<file path="config.mk">
export PLATFORM = sky130hd
export DESIGN_NAME = q_sampler
export DESIGN_NICKNAME = d
export VERILOG_FILES = /design/src/rtl/ctrl_pkg.sv /design/src/rtl/settle_counter.sv /design/src/rtl/q_sampler.sv
export SDC_FILE = /design/constraint.sdc
export NUM_CORES = 1
export LEC_CHECK = 0
export ABC_AREA = 1
export ABC_CLOCK_PERIOD_IN_PS = 4970
export CORE_ASPECT_RATIO = 0.8
export CORE_UTILIZATION = 33
export CTS_CLUSTER_DIAMETER = 30
export DETAILED_ROUTE_END_ITERATION = 8
export MAX_ROUTING_LAYER = met4
export SETUP_SLACK_MARGIN = 0.3
export SYNTH_ARGS = -nofsm -noshare
export SYNTH_HDL_FRONTEND = slang
export SYNTH_SLANG_ARGS = --single-unit
export TNS_END_PERCENT = 100
</file>
<file path="constraint.sdc">
create_clock -name clk -period 4.97 [get_ports clk]
set_clock_uncertainty 0.1 [all_clocks]
set_input_delay 0.497 -clock clk [delete_from_list [all_inputs] [get_ports clk]]
set_output_delay 0.497 -clock clk [all_outputs]
set_load 0.03 [all_outputs]
</file>
<file path="src/rtl/ctrl_pkg.sv">
// ctrl_pkg: types and helpers shared by the secant controller and its measurement front end.
package ctrl_pkg;

    typedef enum logic [1:0] {SETTLE, ACQUIRE, DONE} q_sampler_state_t;

    function automatic logic [31:0] full_scale(input int unsigned width);
        return (width >= 32) ? 32'hFFFF_FFFF : (32'd1 << width) - 32'd1;
    endfunction

endpackage

</file>
<file path="src/rtl/settle_counter.sv">
// settle_counter: loadable down-counter timing the analog settling interval.
module settle_counter #(
    parameter int unsigned CYCLES = 64
) (
    input  logic clk,
    input  logic rst_n,
    input  logic start_i,
    input  logic en_i,
    output logic done_o
);

    localparam int unsigned W = $clog2(CYCLES + 1);

    logic [W-1:0] cnt_q, cnt_d;

    // Holds the cycles left in SETTLE, including the current one; done marks the last.
    assign done_o = cnt_q == W'(1);

    always_comb cnt_d = start_i ? W'(CYCLES) : (en_i && !done_o) ? cnt_q - W'(1) : cnt_q;

    always_ff @(posedge clk or negedge rst_n) begin
        if (!rst_n) cnt_q <= W'(CYCLES);
        else        cnt_q <= cnt_d;
    end

endmodule

</file>
<file path="src/rtl/q_sampler.sv">
// q_sampler: settles after every i_ref change, then averages power-of-two ADC windows
// into q_measured with a one-cycle ready pulse per fresh result.
module q_sampler
    import ctrl_pkg::*;
#(
    parameter int unsigned BUS_WIDTH     = 10,
    parameter int unsigned ADC_WIDTH     = 10,
    parameter int unsigned SETTLE_CYCLES = 64,
    parameter int unsigned AVG_LOG2      = 3
) (
    input  logic                 clk,
    input  logic                 rst,
    input  logic [BUS_WIDTH-1:0] i_ref,
    input  logic [ADC_WIDTH-1:0] adc_data,
    input  logic                 adc_valid,
    output logic [BUS_WIDTH-1:0] q_measured,
    output logic                 ready,
    output logic                 busy,
    output logic                 overrange
);

    localparam int unsigned ACC_W = ADC_WIDTH + AVG_LOG2;
    localparam int unsigned CNT_W = AVG_LOG2 + 1;
    localparam logic [CNT_W-1:0] LAST = CNT_W'((1 << AVG_LOG2) - 1);

    q_sampler_state_t     state_q, state_d;
    logic [BUS_WIDTH-1:0] i_ref_q, q_q, q_d, avg_aligned;
    logic [ACC_W-1:0]     acc_q, acc_d, acc_sum;
    logic [CNT_W-1:0]     cnt_q, cnt_d;
    logic [ADC_WIDTH-1:0] avg;
    logic                 win_ovr_q, win_ovr_d, ovr_q, ovr_d;
    logic                 change, full, settle_done, win_end;

    assign change   = i_ref != i_ref_q;
    assign full     = adc_data == ADC_WIDTH'(full_scale(ADC_WIDTH));
    assign acc_sum  = acc_q + ACC_W'(adc_data);
    assign avg      = ADC_WIDTH'(acc_sum >> AVG_LOG2);
    assign win_end  = state_q == ACQUIRE && adc_valid && cnt_q == LAST;

    // Left-align the average onto the bus: pad LSBs when wider, drop LSBs when narrower.
    if (BUS_WIDTH >= ADC_WIDTH) begin : g_pad
        assign avg_aligned = BUS_WIDTH'(avg) << (BUS_WIDTH - ADC_WIDTH);
    end else begin : g_trunc
        assign avg_aligned = BUS_WIDTH'(avg >> (ADC_WIDTH - BUS_WIDTH));
    end

    settle_counter #(.CYCLES(SETTLE_CYCLES)) u_settle (
        .clk     (clk),
        .rst_n   (rst),
        .start_i (change),
        .en_i    (state_q == SETTLE),
        .done_o  (settle_done)
    );

    // Window state is cleared by default and only carried while acquiring undisturbed.
    always_comb begin
        state_d   = state_q;
        acc_d     = '0;
        cnt_d     = '0;
        win_ovr_d = 1'b0;
        q_d       = q_q;
        ovr_d     = ovr_q;
        if (change) state_d = SETTLE;
        else if (state_q == SETTLE) state_d = settle_done ? ACQUIRE : SETTLE;
        else if (state_q == DONE) state_d = ACQUIRE;
        else begin
            acc_d     = adc_valid ? acc_sum : acc_q;
            cnt_d     = adc_valid ? cnt_q + CNT_W'(1) : cnt_q;
            win_ovr_d = win_ovr_q | (adc_valid & full);
            if (win_end) begin
                state_d = DONE;
                q_d     = avg_aligned;
                ovr_d   = win_ovr_d;
            end
        end
    end

    always_ff @(posedge clk or negedge rst) begin
        if (!rst) begin
            state_q   <= SETTLE;
            i_ref_q   <= '0;
            acc_q     <= '0;
            cnt_q     <= '0;
            win_ovr_q <= 1'b0;
            q_q       <= '0;
            ovr_q     <= 1'b0;
        end else begin
            state_q   <= state_d;
            i_ref_q   <= i_ref;
            acc_q     <= acc_d;
            cnt_q     <= cnt_d;
            win_ovr_q <= win_ovr_d;
            q_q       <= q_d;
            ovr_q     <= ovr_d;
        end
    end

    assign q_measured = q_q;
    assign ready      = state_q == DONE;
    assign busy       = state_q == SETTLE;
    assign overrange  = ovr_q;

endmodule

</file>
==> flow_summary.rst, run 1 <==
.. list-table::
   :header-rows: 1

   * - Metric
     - Value
   * - Post-Layout Inst Area
     - ~3500 um2
   * - Number of synthesized flops with an enable pin
     - 0
   * - Path type of the worst setup path
     - register to output port
   * - Worst slew margin relative to its limit
     - 0.268
   * - Kind of start point of the critical path
     - register
   * - Count of yosys warnings during synthesis
     - 0
   * - Y dimension of the die
     - between 80 and 90 um
   * - Number of endpoints failing setup at the final stage
     - 0
   * - Via-to-Cell Ratio
     - ~4.6
   * - Slew Limit Fails
     - 0
   * - Fin crit period
     - 2690 ps
   * - Final TNS setup
     - 0 ps
   * - Vias after detailed routing
     - roughly 2500
   * - Outcome
     - complete, no violations
   * - Initial antenna violation count
     - 0
   * - Final antenna-violating net count
     - 0
   * - DIE AREA
     - 9270 um2
   * - Clock buffers created by TritonCTS
     - 5
   * - Share of the clock period used by the worst path after layout
     - 0.542
   * - Placed instance area
     - between 3000 and 4000 um2
   * - Wire per inst
     - 12.5 um
   * - Number of clock sinks seen by CTS
     - 48
   * - Reported max-cap violation count
     - 0
   * - Total power draw
     - about 0.70 mW
   * - Maximum level of the CTS H-tree
     - 2
   * - Yosys reg bits
     - 48
   * - # Post-CTS Setup Buffers
     - 0
   * - Dpl hpwl
     - 5.01 mm
   * - Final core utilization
     - 0.403
   * - Setup repair after global routing missed its margin
     - no
   * - Post-synth top area share
     - 0.401
   * - Leading cell types by count after synthesis
     - sky130_fd_sc_hd__nand2_1 (129), sky130_fd_sc_hd__inv_1 (61), sky130_fd_sc_hd__dfrtp_1 (47), sky130_fd_sc_hd__nand3_1 (26), sky130_fd_sc_hd__nand4_1 (24)
   * - Wire length of the first global-routing pass
     - between 10 and 15 mm
   * - IR Drop Worst-Case VDD
     - about 0.095 mV
   * - Crit path arrival time
     - 2100 ps
   * - Number of antenna diodes
     - 0
   * - Post-layout net count
     - 460
   * - First-pass iteration count of the detailed router
     - 4
   * - Violation count after the first detailed-route iteration
     - about 160
   * - CTS tree
     - yes
   * - Vias in the first global route
     - 2408
   * - Count of fill cells added during filler insertion
     - 900
   * - Type of destination of the critical path
     - output port
   * - Async set-or-reset flop fraction in the synthesized netlist
     - 1.00
   * - Number of buffer cells added on primary ports
     - 35
   * - Std-Cell Core Area
     - ~8600 um2
   * - Mean post-synth cell area
     - approximately 7.6 um2
   * - Top_reg_cell synth
     - sky130_fd_sc_hd__dfrtp_1
   * - Cell Rows
     - 30
   * - Slew at the pin with the worst max-slew slack
     - approximately 1100 ps
   * - Max Clock Freq
     - 371 MHz
   * - Leading area contributor after synthesis
     - sky130_fd_sc_hd__dfrtp_1
   * - Post-layout worst setup margin
     - roughly 2300 ps
   * - Top-count cell post-synth
     - sky130_fd_sc_hd__nand2_1
   * - Initial core utilization
     - 0.343
   * - Total global routing track utilization
     - 0.163
   * - Synth Net Count
     - roughly 430
   * - Total global routing overflow
     - 0
   * - Worst skew pair latency
     - around 300 ps
   * - Static Leak
     - 1.90 nW
   * - Worst-path clk slew
     - roughly 90 ps
   * - Hold WC Path Type
     - input port to async pin
   * - Pwr per Cell Area
     - 203 nW/um2
   * - Leading cell types by total area after synthesis
     - sky130_fd_sc_hd__dfrtp_1 (40%), sky130_fd_sc_hd__nand2_1 (17%), sky130_fd_sc_hd__inv_1 (7.8%)
   * - Share of post-route cells with drive strength above 1
     - 0.0566
   * - Crit-path max FO
     - 21
   * - Die X
     - 107 um
   * - Distinct cell type count of the synthesized netlist
     - 32
   * - Buffer depth of the longest clock path
     - 2
   * - Synthesis-to-finish area growth
     - 17.6%
   * - Total DRC errors in the routed layout
     - 0
   * - Weighted congestion reported at the end of routability-driven placement
     - approximately 0.87
   * - Number of ports placed on the die boundary
     - 36
   * - Sequential area share after synthesis
     - 0.410
   * - Library cell used as clock root buffer
     - sky130_fd_sc_hd__clkbuf_8
   * - Hold Violations, Final
     - 0
   * - Critical Path RT
     - around 4400 ps
   * - Post-Route WL
     - 6.69 mm
   * - Cell Area, Synth
     - 2930 um2
   * - Post-synthesis instance total
     - 388
   * - Resize count post-CTS
     - 0
   * - Largest net degree at the start of global routing
     - 49
   * - Dpl ws
     - around 2300 ps
   * - Hold-fix buffers at CTS
     - 0
path summary, 6_finish.rpt:
path,startpoint,end,slack (ps),cells past startpoint
worst max-delay path,state_q[0],busy,2280,2
worst min-delay path,rst,q_measured[7],280,1
worst max register to register,acc_q[0],acc_q[12],2960,12
worst min register to register,q_measured[0],q_measured[0],380,2
max in group asynchronous,rst,q_measured[0],3800,1
min in group clk,q_measured[0],q_measured[0],380,2
logic make-up after synthesis:
group | Yosys count | share of synthesized area
and+or+nand+nor | 222 | 0.352
buffers and inverters | 70 | 0.0976
DFF | 48 | 0.410
AOI/OAI and AO/OA | 21 | 0.0392
adders and majority gates | 14 | 0.0623
xor gates and xnor gates | 13 | 0.0388
area by class of cell:
type                            instances  area (um2)  area share
Multi-Input combinational cell        270        1450       0.419
Sequential cell                        48        1200       0.348
Timing Repair Buffer                   35         345       0.100
Inverter                               63         236      0.0685
Tap cell                              112         140      0.0406
Clock buffer                            7        76.3      0.0221
Clock inverter                          1        5.00     0.00145
registers in the layout, indices dropped and copies added, names as in the netlist:
register,count
acc_q,13
cnt_q,4
i_ref_q,10
overrange,1
q_measured,10
state_q,2
u_settle.cnt_q,7
win_ovr_q,1
cell usage in the layout (no fill, tap or decap), types with 6 or more instances in the layout:
cell type / Yosys / routed
sky130_fd_sc_hd__nand2_1: 129 / 129
sky130_fd_sc_hd__inv_1: 61 / 61
sky130_fd_sc_hd__dfrtp_1: 47 / 47
sky130_fd_sc_hd__clkdlybuf4s50_1: 0 / 34
sky130_fd_sc_hd__nand3_1: 26 / 26
sky130_fd_sc_hd__nand4_1: 24 / 24
sky130_fd_sc_hd__nor2_1: 22 / 22
sky130_fd_sc_hd__ha_1: 13 / 13
sky130_fd_sc_hd__a21oi_1: 8 / 8
sky130_fd_sc_hd__xor2_1: 7 / 7
sky130_fd_sc_hd__nor3_1: 7 / 7
sky130_fd_sc_hd__xnor2_1: 6 / 6
sky130_fd_sc_hd__o21ai_0: 6 / 6
report_power, final:
| group | switching, mW | total (mW) | leakage, nW | internal (mW) |
|---|---|---|---|---|
| sequential | 0.00240 | 0.397 | 0.639 | 0.395 |
| clock | 0.132 | 0.231 | 0.0422 | 0.0991 |
| combinational | 0.0432 | 0.0722 | 1.22 | 0.0290 |
through the flow:
stage / std cells / hold slack, ps
finish: 536 / 280
global route: 536 / 375
CTS: 536 / 335
detailed placement: 528 / 371
global placement: 528 / 371
floorplan: 388 / 101
metal layers:
layer,up-vias,track usage,share of wire
li1,1288,-,-
met1,1129,0.238,0.53
met2,65,0.232,0.40
met3,4,0.0361,0.064
met4,0,0.0299,0.0066
met5,-,-,0
worst max-delay path, stage by stage (launching register included):
cell and delay (ps):
sky130_fd_sc_hd__dfrtp_1 700, sky130_fd_sc_hd__nor2_1 360, sky130_fd_sc_hd__clkdlybuf4s50_1 730
(Power assumes the default switching activity.)
==> run 2: changes to the inputs <==
--- a/config.mk
+++ b/config.mk
@@ -6,7 +6,7 @@
 export NUM_CORES = 1
 export LEC_CHECK = 0
 export ABC_AREA = 1
-export ABC_CLOCK_PERIOD_IN_PS = 4970
+export ABC_CLOCK_PERIOD_IN_PS = 2400
 export CORE_ASPECT_RATIO = 0.8
 export CORE_UTILIZATION = 33
 export CTS_CLUSTER_DIAMETER = 30
==> constraint.sdc (replaced) <==
create_clock -name clk -period 2.4 [get_ports clk]
set_clock_uncertainty 0.1 [all_clocks]
set_input_delay 0.24 -clock clk [delete_from_list [all_inputs] [get_ports clk]]
set_output_delay 0.24 -clock clk [all_outputs]
set_load 0.03 [all_outputs]
==> run 2 against run 1 <==
Final cell count up 0.93%. Sequential power up 110%. Worst setup slack worse by 1800 ps. Critical path depth up 10. Core utilization up 1.1 points. Register-to-register slack worse by 2400 ps. Non-clock buffer count up 5. Worst hold slack better by 45 ps. Die area unchanged. Global-route usage down 0.15 points. Sequential share of layout area down 0.89 points. Largest power group unchanged.
==> flow_summary.rst, run 2 (same netlist as run 1, synthesis figures left out) <==
.. list-table::
   :header-rows: 1

   * - Metric
     - Value
   * - Final antenna-violating net count
     - 0 (unchanged)
   * - Initial antenna violation count
     - 0 (unchanged)
   * - Crit path arrival time
     - 2070 ps (-30 ps)
   * - Multi-input logic area
     - 1470 um2 (+1.6%)
   * - Crit. Startpoint
     - adc_data[0]
   * - Post-Route WL
     - 6.59 mm (-1.5%)
   * - Hold WC Path Type
     - input port to register
   * - Most frequent cells in the layout
     - sky130_fd_sc_hd__nand2_1 (129), sky130_fd_sc_hd__inv_1 (60), sky130_fd_sc_hd__dfrtp_1 (47)
   * - Largest register by flop count
     - acc_q
   * - # Post-CTS Setup Buffers
     - 0 (unchanged)
   * - Storage element area
     - 1200 um2 (unchanged)
   * - Crit-path max FO
     - 3 (-86%)
   * - Worst hold start
     - i_ref[1]
   * - Outcome
     - complete, no violations
   * - Std-Cell Core Area
     - 8560 um2 (unchanged)
   * - First-pass iteration count of the detailed router
     - 6 (+2)
   * - Wire length of the first global-routing pass
     - 11.4 mm (-0.55%)
   * - Wire per inst
     - 12.2 um (-2.4%)
   * - Most congested layer reported by global routing
     - met1
   * - Vias after detailed routing
     - 2504 (+0.72%)
   * - Slew Limit Fails
     - 0 (unchanged)
   * - Worst skew pair latency
     - 300 ps (about the same)
   * - Number of buffer cells added on primary ports
     - 35 (unchanged)
   * - Violation count after the first detailed-route iteration
     - 167 (+5.7%)
   * - CTS tree
     - yes
   * - Most frequent cell on the critical path
     - sky130_fd_sc_hd__nand2_1
   * - Critical Path RT
     - 2540 ps (-1830 ps)
   * - GR Layer Usage met2
     - 0.221 (-0.0111)
   * - Hold Path Depth
     - 1
   * - Most common library cell in the layout ignoring fill and taps
     - sky130_fd_sc_hd__nand2_1
   * - Reported max-cap violation count
     - 0 (unchanged)
   * - Endpoint, Worst Hold
     - i_ref_q[1]
   * - IR Drop Worst-Case VDD
     - 0.318 mV (+240%)
   * - Number of clock sinks seen by CTS
     - 48 (unchanged)
   * - Number of antenna diodes
     - 0 (unchanged)
   * - Hold Violations, Final
     - 0 (unchanged)
   * - Slew at the pin with the worst max-slew slack
     - 626 ps (-472 ps)
   * - Setup repair after global routing missed its margin
     - no
   * - Flip-flop count of the largest register, all copies and words added
     - 13 (unchanged)
   * - Highest-delay cell along the critical path
     - sky130_fd_sc_hd__clkdlybuf4s50_1
   * - Worst-path clk slew
     - 100 ps (about the same)
   * - Fin crit period
     - between 1500 and 2000 ps
   * - Synthesis-to-finish area growth
     - 20.7%
   * - Type of destination of the critical path
     - register
   * - DIE AREA
     - 9270 um2 (unchanged)
   * - Number of ports placed on the die boundary
     - 36 (unchanged)
   * - Slack of the worst reg-to-reg path
     - 540 ps (-2420 ps)
   * - Share of the clock period used by the worst path after layout
     - 0.804
   * - Kind of start point of the critical path
     - input port
   * - Dpl hpwl
     - 4.99 mm (-0.38%)
   * - Count of fill cells added during filler insertion
     - 878 (-2.4%)
   * - Pwr per Cell Area
     - 422 nW/um2 (+110%)
   * - Worst-case reg-to-reg path depth
     - 11 (-1)
   * - Total global routing overflow
     - 0 (unchanged)
   * - CP Cell Sequence
     - clkdlybuf4s50_1 -> ha_1 -> inv_1 -> fa_2 -> inv_2 -> nand3_1 -> nand3_2 -> nand2_1 -> nand2_1 -> xor2_2 -> nand2_1 -> nand2_1
   * - Final core utilization
     - 0.414 (+0.0105)
   * - Share of post-route cells with drive strength above 1
     - 0.0816 (+0.0250)
   * - Y dimension of the die
     - 86.3 um (unchanged)
   * - Met3 layer usage reported by global route
     - 0.0293 (-0.00677)
   * - Final TNS setup
     - 0 ps (unchanged)
   * - Total DRC errors in the routed layout
     - 0 (unchanged)
   * - Number of endpoints failing setup at the final stage
     - 0 (unchanged)
   * - Path type of the worst setup path
     - input port to register
   * - Largest net degree at the start of global routing
     - 49 (unchanged)
   * - Via-to-Cell Ratio
     - 4.63 (-0.21%)
   * - Weighted congestion reported at the end of routability-driven placement
     - 0.885 (+1.8%)
   * - Clock buffers created by TritonCTS
     - 5 (unchanged)
   * - Maximum level of the CTS H-tree
     - 2 (unchanged)
   * - Total global routing track utilization
     - 0.162 (-0.00151)
   * - Worst slew margin relative to its limit
     - 0.583 (+0.315)
   * - Initial core utilization
     - 0.343 (unchanged)
   * - Max Clock Freq
     - 518 MHz
   * - Cell Rows
     - 30 (unchanged)
   * - Vias in the first global route
     - 2353 (-2.3%)
   * - Worst reg2reg startpoint
     - acc_q[0]
   * - Library cell used as clock root buffer
     - sky130_fd_sc_hd__clkbuf_8
   * - CP max stage delay
     - 490 ps (-240 ps)
   * - Buffer depth of the longest clock path
     - 2 (unchanged)
   * - GR Util met1
     - 0.242 (+0.00452)
   * - Static Leak
     - 1.93 nW (+1.7%)
   * - Post-layout net count
     - 465 (+1.1%)
   * - Die X
     - 107 um (unchanged)
   * - Worst reg2reg endpoint
     - acc_q[8]
run 2: worst max path at each step:
stage                                to  slack [ps]  cells after the start
final                          acc_q[8]         470                     12
after global placement         acc_q[8]          80                     12
after global routing      q_measured[5]         300                     12
after floorplan                acc_q[8]         640                     11
after CTS                      acc_q[8]         380                     12
after detailed placement  q_measured[5]          70                     12
run 2: final cells by class:
type | count | share of cell area
multi-input cells | 270 | 0.414
flip-flops and latches | 48 | 0.340
repair buffers | 40 | 0.112
inverters | 63 | 0.0668
well taps | 112 | 0.0396
clock buffers | 6 | 0.0233
clock inverters | 2 | 0.00424
run 2: report_power, final:
part / switching [mW] / internal [mW] / total [mW]
registers: 0.00505 / 0.817 / 0.822
clock network: 0.283 / 0.234 / 0.517
logic: 0.0908 / 0.0643 / 0.155
total: 0.379 / 1.12 / 1.49
run 2: critical path, delay by kind of cell:
| kind | cells | cell delay, ps |
|---|---|---|
| simple gates | 6 | 460 |
| xor+xnor | 1 | 160 |
| buf+inv | 3 | 640 |
| fa+ha+maj | 2 | 560 |
run 2: metal layers:
metal,up-vias,part of all wire
li1,1307,-
met1,1131,0.53
met2,58,0.40
met3,8,0.068
met4,0,0.0096
met5,-,0
run 2: repair_timing:
action                                  CTS  global route
pin swaps                                 0             0
gates resized for setup                   1             5
endpoints found under the setup margin    1             6
hold endpoints to repair                 47             0
hold buffers                              1             0
run 2: stage by stage:
step,cells,hold slack (ps),power [mW],setup WS [ps],cell area [um2]
after detailed placement,532,292,0.992,67.8,3410
after CTS,541,319,1.52,378,3520
after global placement,532,287,0.991,83.7,3410
final,541,325,1.49,471,3540
after global routing,541,321,1.57,303,3540
after floorplan,388,-156,0.911,642,2930
==> run 3: changes to the inputs <==
--- a/config.mk
+++ b/config.mk
@@ -6,7 +6,7 @@
 export NUM_CORES = 1
 export LEC_CHECK = 0
 export ABC_AREA = 1
-export ABC_CLOCK_PERIOD_IN_PS = 2400
+export ABC_CLOCK_PERIOD_IN_PS = 1600
 export CORE_ASPECT_RATIO = 0.8
 export CORE_UTILIZATION = 33
 export CTS_CLUSTER_DIAMETER = 30
==> constraint.sdc (replaced) <==
create_clock -name clk -period 1.6 [get_ports clk]
set_clock_uncertainty 0.1 [all_clocks]
set_input_delay 0.16 -clock clk [delete_from_list [all_inputs] [get_ports clk]]
set_output_delay 0.16 -clock clk [all_outputs]
set_load 0.03 [all_outputs]
==> run 3 against run 2 <==
The flow now finishes with violations (negative setup slack). Sequential cell count stayed put. Critical endpoint is now acc_q[7]. Core utilization is 11 points higher. Critical path depth is 1 lower. Via count is 9.9% higher. Highest routed layer unchanged. Sequential power is 50% higher. Largest power group unchanged.
==> flow_summary.rst, run 3 (same netlist as run 1, synthesis figures left out) <==
.. list-table::
   :header-rows: 1

   * - Metric
     - Value
   * - Share of the clock period used by the worst path after layout
     - 1.13
   * - Initial core utilization
     - 0.343 (unchanged)
   * - Post-layout worst setup margin
     - -207 ps (-678 ps)
   * - Placed instance area
     - 3790 um2 (+11%)
   * - Post-Layout Inst Area
     - 4510 um2 (+27%)
   * - Via-to-Cell Ratio
     - 4.63 (about the same)
   * - Slew at the pin with the worst max-slew slack
     - 318 ps (-308 ps)
   * - Number of antenna diodes
     - 0 (unchanged)
   * - Wire per inst
     - 13.1 um (+7.9%)
   * - Initial antenna violation count
     - 0 (unchanged)
   * - Dpl hpwl
     - 5.50 mm (+10%)
   * - Setup repair after global routing missed its margin
     - yes
   * - Highest-delay cell along the critical path
     - sky130_fd_sc_hd__dfrtp_1
   * - Buffer depth of the longest clock path
     - 2 (unchanged)
   * - Weighted congestion reported at the end of routability-driven placement
     - 0.883 (-0.27%)
   * - Hold WC Path Type
     - input port to register
   * - Number of endpoints failing setup at the final stage
     - 21 (+21)
   * - Internal power summed over all cells
     - 1.74 mW (+56%)
   * - Vias in the first global route
     - 2581 (+9.7%)
   * - Total global routing track utilization
     - 0.181 (+0.0193)
   * - Vias after detailed routing
     - 2751 (+9.9%)
   * - Number of buffer cells added on primary ports
     - 35 (unchanged)
   * - Clock network fraction of design power
     - 0.321 (-0.025)
   * - Total global routing overflow
     - 0 (unchanged)
   * - Worst skew pair latency
     - 290 ps (about the same)
   * - Fin crit period
     - about 1800 ps
   * - Worst slew margin relative to its limit
     - 0.786 (+0.204)
   * - Clock buffers created by TritonCTS
     - 5 (unchanged)
   * - Type of destination of the critical path
     - register
   * - First-pass iteration count of the detailed router
     - 4 (-2)
   * - Post-Route WL
     - 7.80 mm (+18%)
   * - Most frequent cell on the critical path
     - sky130_fd_sc_hd__buf_4
   * - Library cell used as clock root buffer
     - sky130_fd_sc_hd__clkbuf_8
   * - Violated checks
     - negative setup slack
   * - CP max stage delay
     - 390 ps (-100 ps)
   * - Maximum level of the CTS H-tree
     - 2 (unchanged)
   * - Violation count after the first detailed-route iteration
     - 114 (-32%)
   * - Critical Path RT
     - 1680 ps (-860 ps)
   * - Count of fill cells added during filler insertion
     - 780 (-11%)
   * - Kind of start point of the critical path
     - register
   * - Flip-flop count of the largest register, all copies and words added
     - 13 (unchanged)
   * - Max Clock Freq
     - roughly 550 MHz
   * - Final antenna-violating net count
     - 0 (unchanged)
   * - Largest register by flop count
     - acc_q
   * - Final cell count without fillers
     - 594 (+9.8%)
   * - Std-Cell Core Area
     - 8560 um2 (unchanged)
   * - Total DRC errors in the routed layout
     - 0 (unchanged)
   * - Slew Limit Fails
     - 0 (unchanged)
   * - Switch Pwr
     - 0.563 mW (+49%)
   * - Number of clock sinks seen by CTS
     - 48 (unchanged)
   * - Switching share of total power
     - 0.245 (-0.00860)
   * - IR Drop Worst-Case VDD
     - 0.378 mV (+19%)
   * - Synthesis-to-finish area growth
     - 53.9%
   * - Most frequent cells in the layout
     - sky130_fd_sc_hd__nand2_1 (106), sky130_fd_sc_hd__inv_1 (52), sky130_fd_sc_hd__dfrtp_1 (46)
   * - Hold Violations, Final
     - 0 (unchanged)
   * - Share of post-route cells with drive strength above 1
     - 0.371 (+0.290)
   * - Die X
     - 107 um (unchanged)
   * - CTS tree
     - yes
   * - Relative contribution of combinational cells to total power
     - 0.142 (+0.038)
   * - Sequential share of power
     - 0.537 (-0.013)
   * - Most common library cell in the layout ignoring fill and taps
     - sky130_fd_sc_hd__nand2_1
   * - Static Leak
     - 2.34 nW (+21%)
   * - Outcome
     - complete, but fails checks
   * - Largest net degree at the start of global routing
     - 49 (unchanged)
   * - Reported max-cap violation count
     - 0 (unchanged)
   * - Path type of the worst setup path
     - register to register
   * - Pwr per Cell Area
     - 509 nW/um2 (+21%)
   * - DIE AREA
     - 9270 um2 (unchanged)
   * - Y dimension of the die
     - 86.3 um (unchanged)
   * - Worst-path clk slew
     - 80 ps (-20 ps)
   * - Wire length of the first global-routing pass
     - 12.7 mm (+11%)
   * - Post-layout net count
     - 518 (+11%)
   * - Number of ports placed on the die boundary
     - 36 (unchanged)
   * - Crit path arrival time
     - 1890 ps (-180 ps)
   * - Crit-path max FO
     - 4 (+1)
   * - Placed Cells incl. Taps
     - 559 (+5.1%)
   * - Cell Rows
     - 30 (unchanged)
   * - CP Cell Sequence
     - ha_2 -> buf_4 -> buf_4 -> buf_6 -> nand3_4 -> nand3_4 -> nand2_2 -> nand2_2 -> xnor2_1 -> buf_4 -> o21ai_1
==> run 3: routing by layer <==
metal  up-vias  part of all wire  global-route usage
li1       1413                 -                   -
met1      1273              0.51               0.258
met2        59              0.44               0.270
met3         6             0.036              0.0278
met4         0             0.010              0.0411
met5         -                 0                   -
==> run 3: worst paths after layout <==
path | slack, ps | startpoint | end | depth (start not counted)
max in group asynchronous | 860 | rst | u_settle.cnt_q[6] | 3
worst min-delay path | 40 | i_ref[2] | i_ref_q[2] | 1
worst max register to register | -210 | acc_q[0] | acc_q[7] | 11
min in group asynchronous | 280 | rst | u_settle.cnt_q[4] | 3
worst min register to register | 390 | q_measured[4] | q_measured[4] | 2
worst max-delay path | -210 | acc_q[0] | acc_q[7] | 11
==> run 3: power groups by stage <==
stage | combinational, mW | sequential, mW | clock [mW]
2_1_floorplan | 0.120 | 1.26 | 0
3_3_place_gp | 0.285 | 1.26 | 0
3_5_place_dp | 0.286 | 1.26 | 0
4_1_cts | 0.314 | 1.23 | 0.775
5_1_grt | 0.359 | 1.24 | 0.813
6_report | 0.326 | 1.23 | 0.739
==> run 3: layout make-up <==
class                   count  area (um2)  share of cell area
well taps                 112         140              0.0310
flip-flops and latches     48        1200               0.267
repair buffers             93         913               0.202
multi-input cells         270        1930               0.427
clock buffers               8        90.1              0.0200
inverters                  63         239              0.0529
==> run 3: through the flow <==
stage / hold slack [ps] / utilization / setup slack (ps) / TNS (ps) / total power, mW
3_5_place_dp: 70.7 / 0.443 / -497 / -10870 / 1.54
6_report: 41.7 / 0.527 / -207 / -3020 / 2.30
4_1_cts: 31.3 / 0.499 / -173 / -1600 / 2.32
5_1_grt: 56.5 / 0.527 / -270 / -5300 / 2.41
3_3_place_gp: 73.1 / 0.443 / -484 / -10080 / 1.54
2_1_floorplan: -236 / - / -48.9 / -144 / 1.38
==> run 3: timing repair <==
action	CTS	global route
hold endpoints to repair	47	4
gates cloned	0	1
pin swaps	45	28
setup endpoints to repair	51	43
hold buffers	1	4
gates resized for setup	107	41
setup buffers	14	7
==> run 3: worst max-delay path: cells and delay by family (launching register included) <==
kind	cells	cell delay, ps
buffers and inverters	4	500
AND/OR/NAND/NOR	4	330
AO/OA/AOI/OAI	1	50
adder cells (fa/ha/maj)	1	190
flip-flops	1	390
XOR/XNOR	1	130
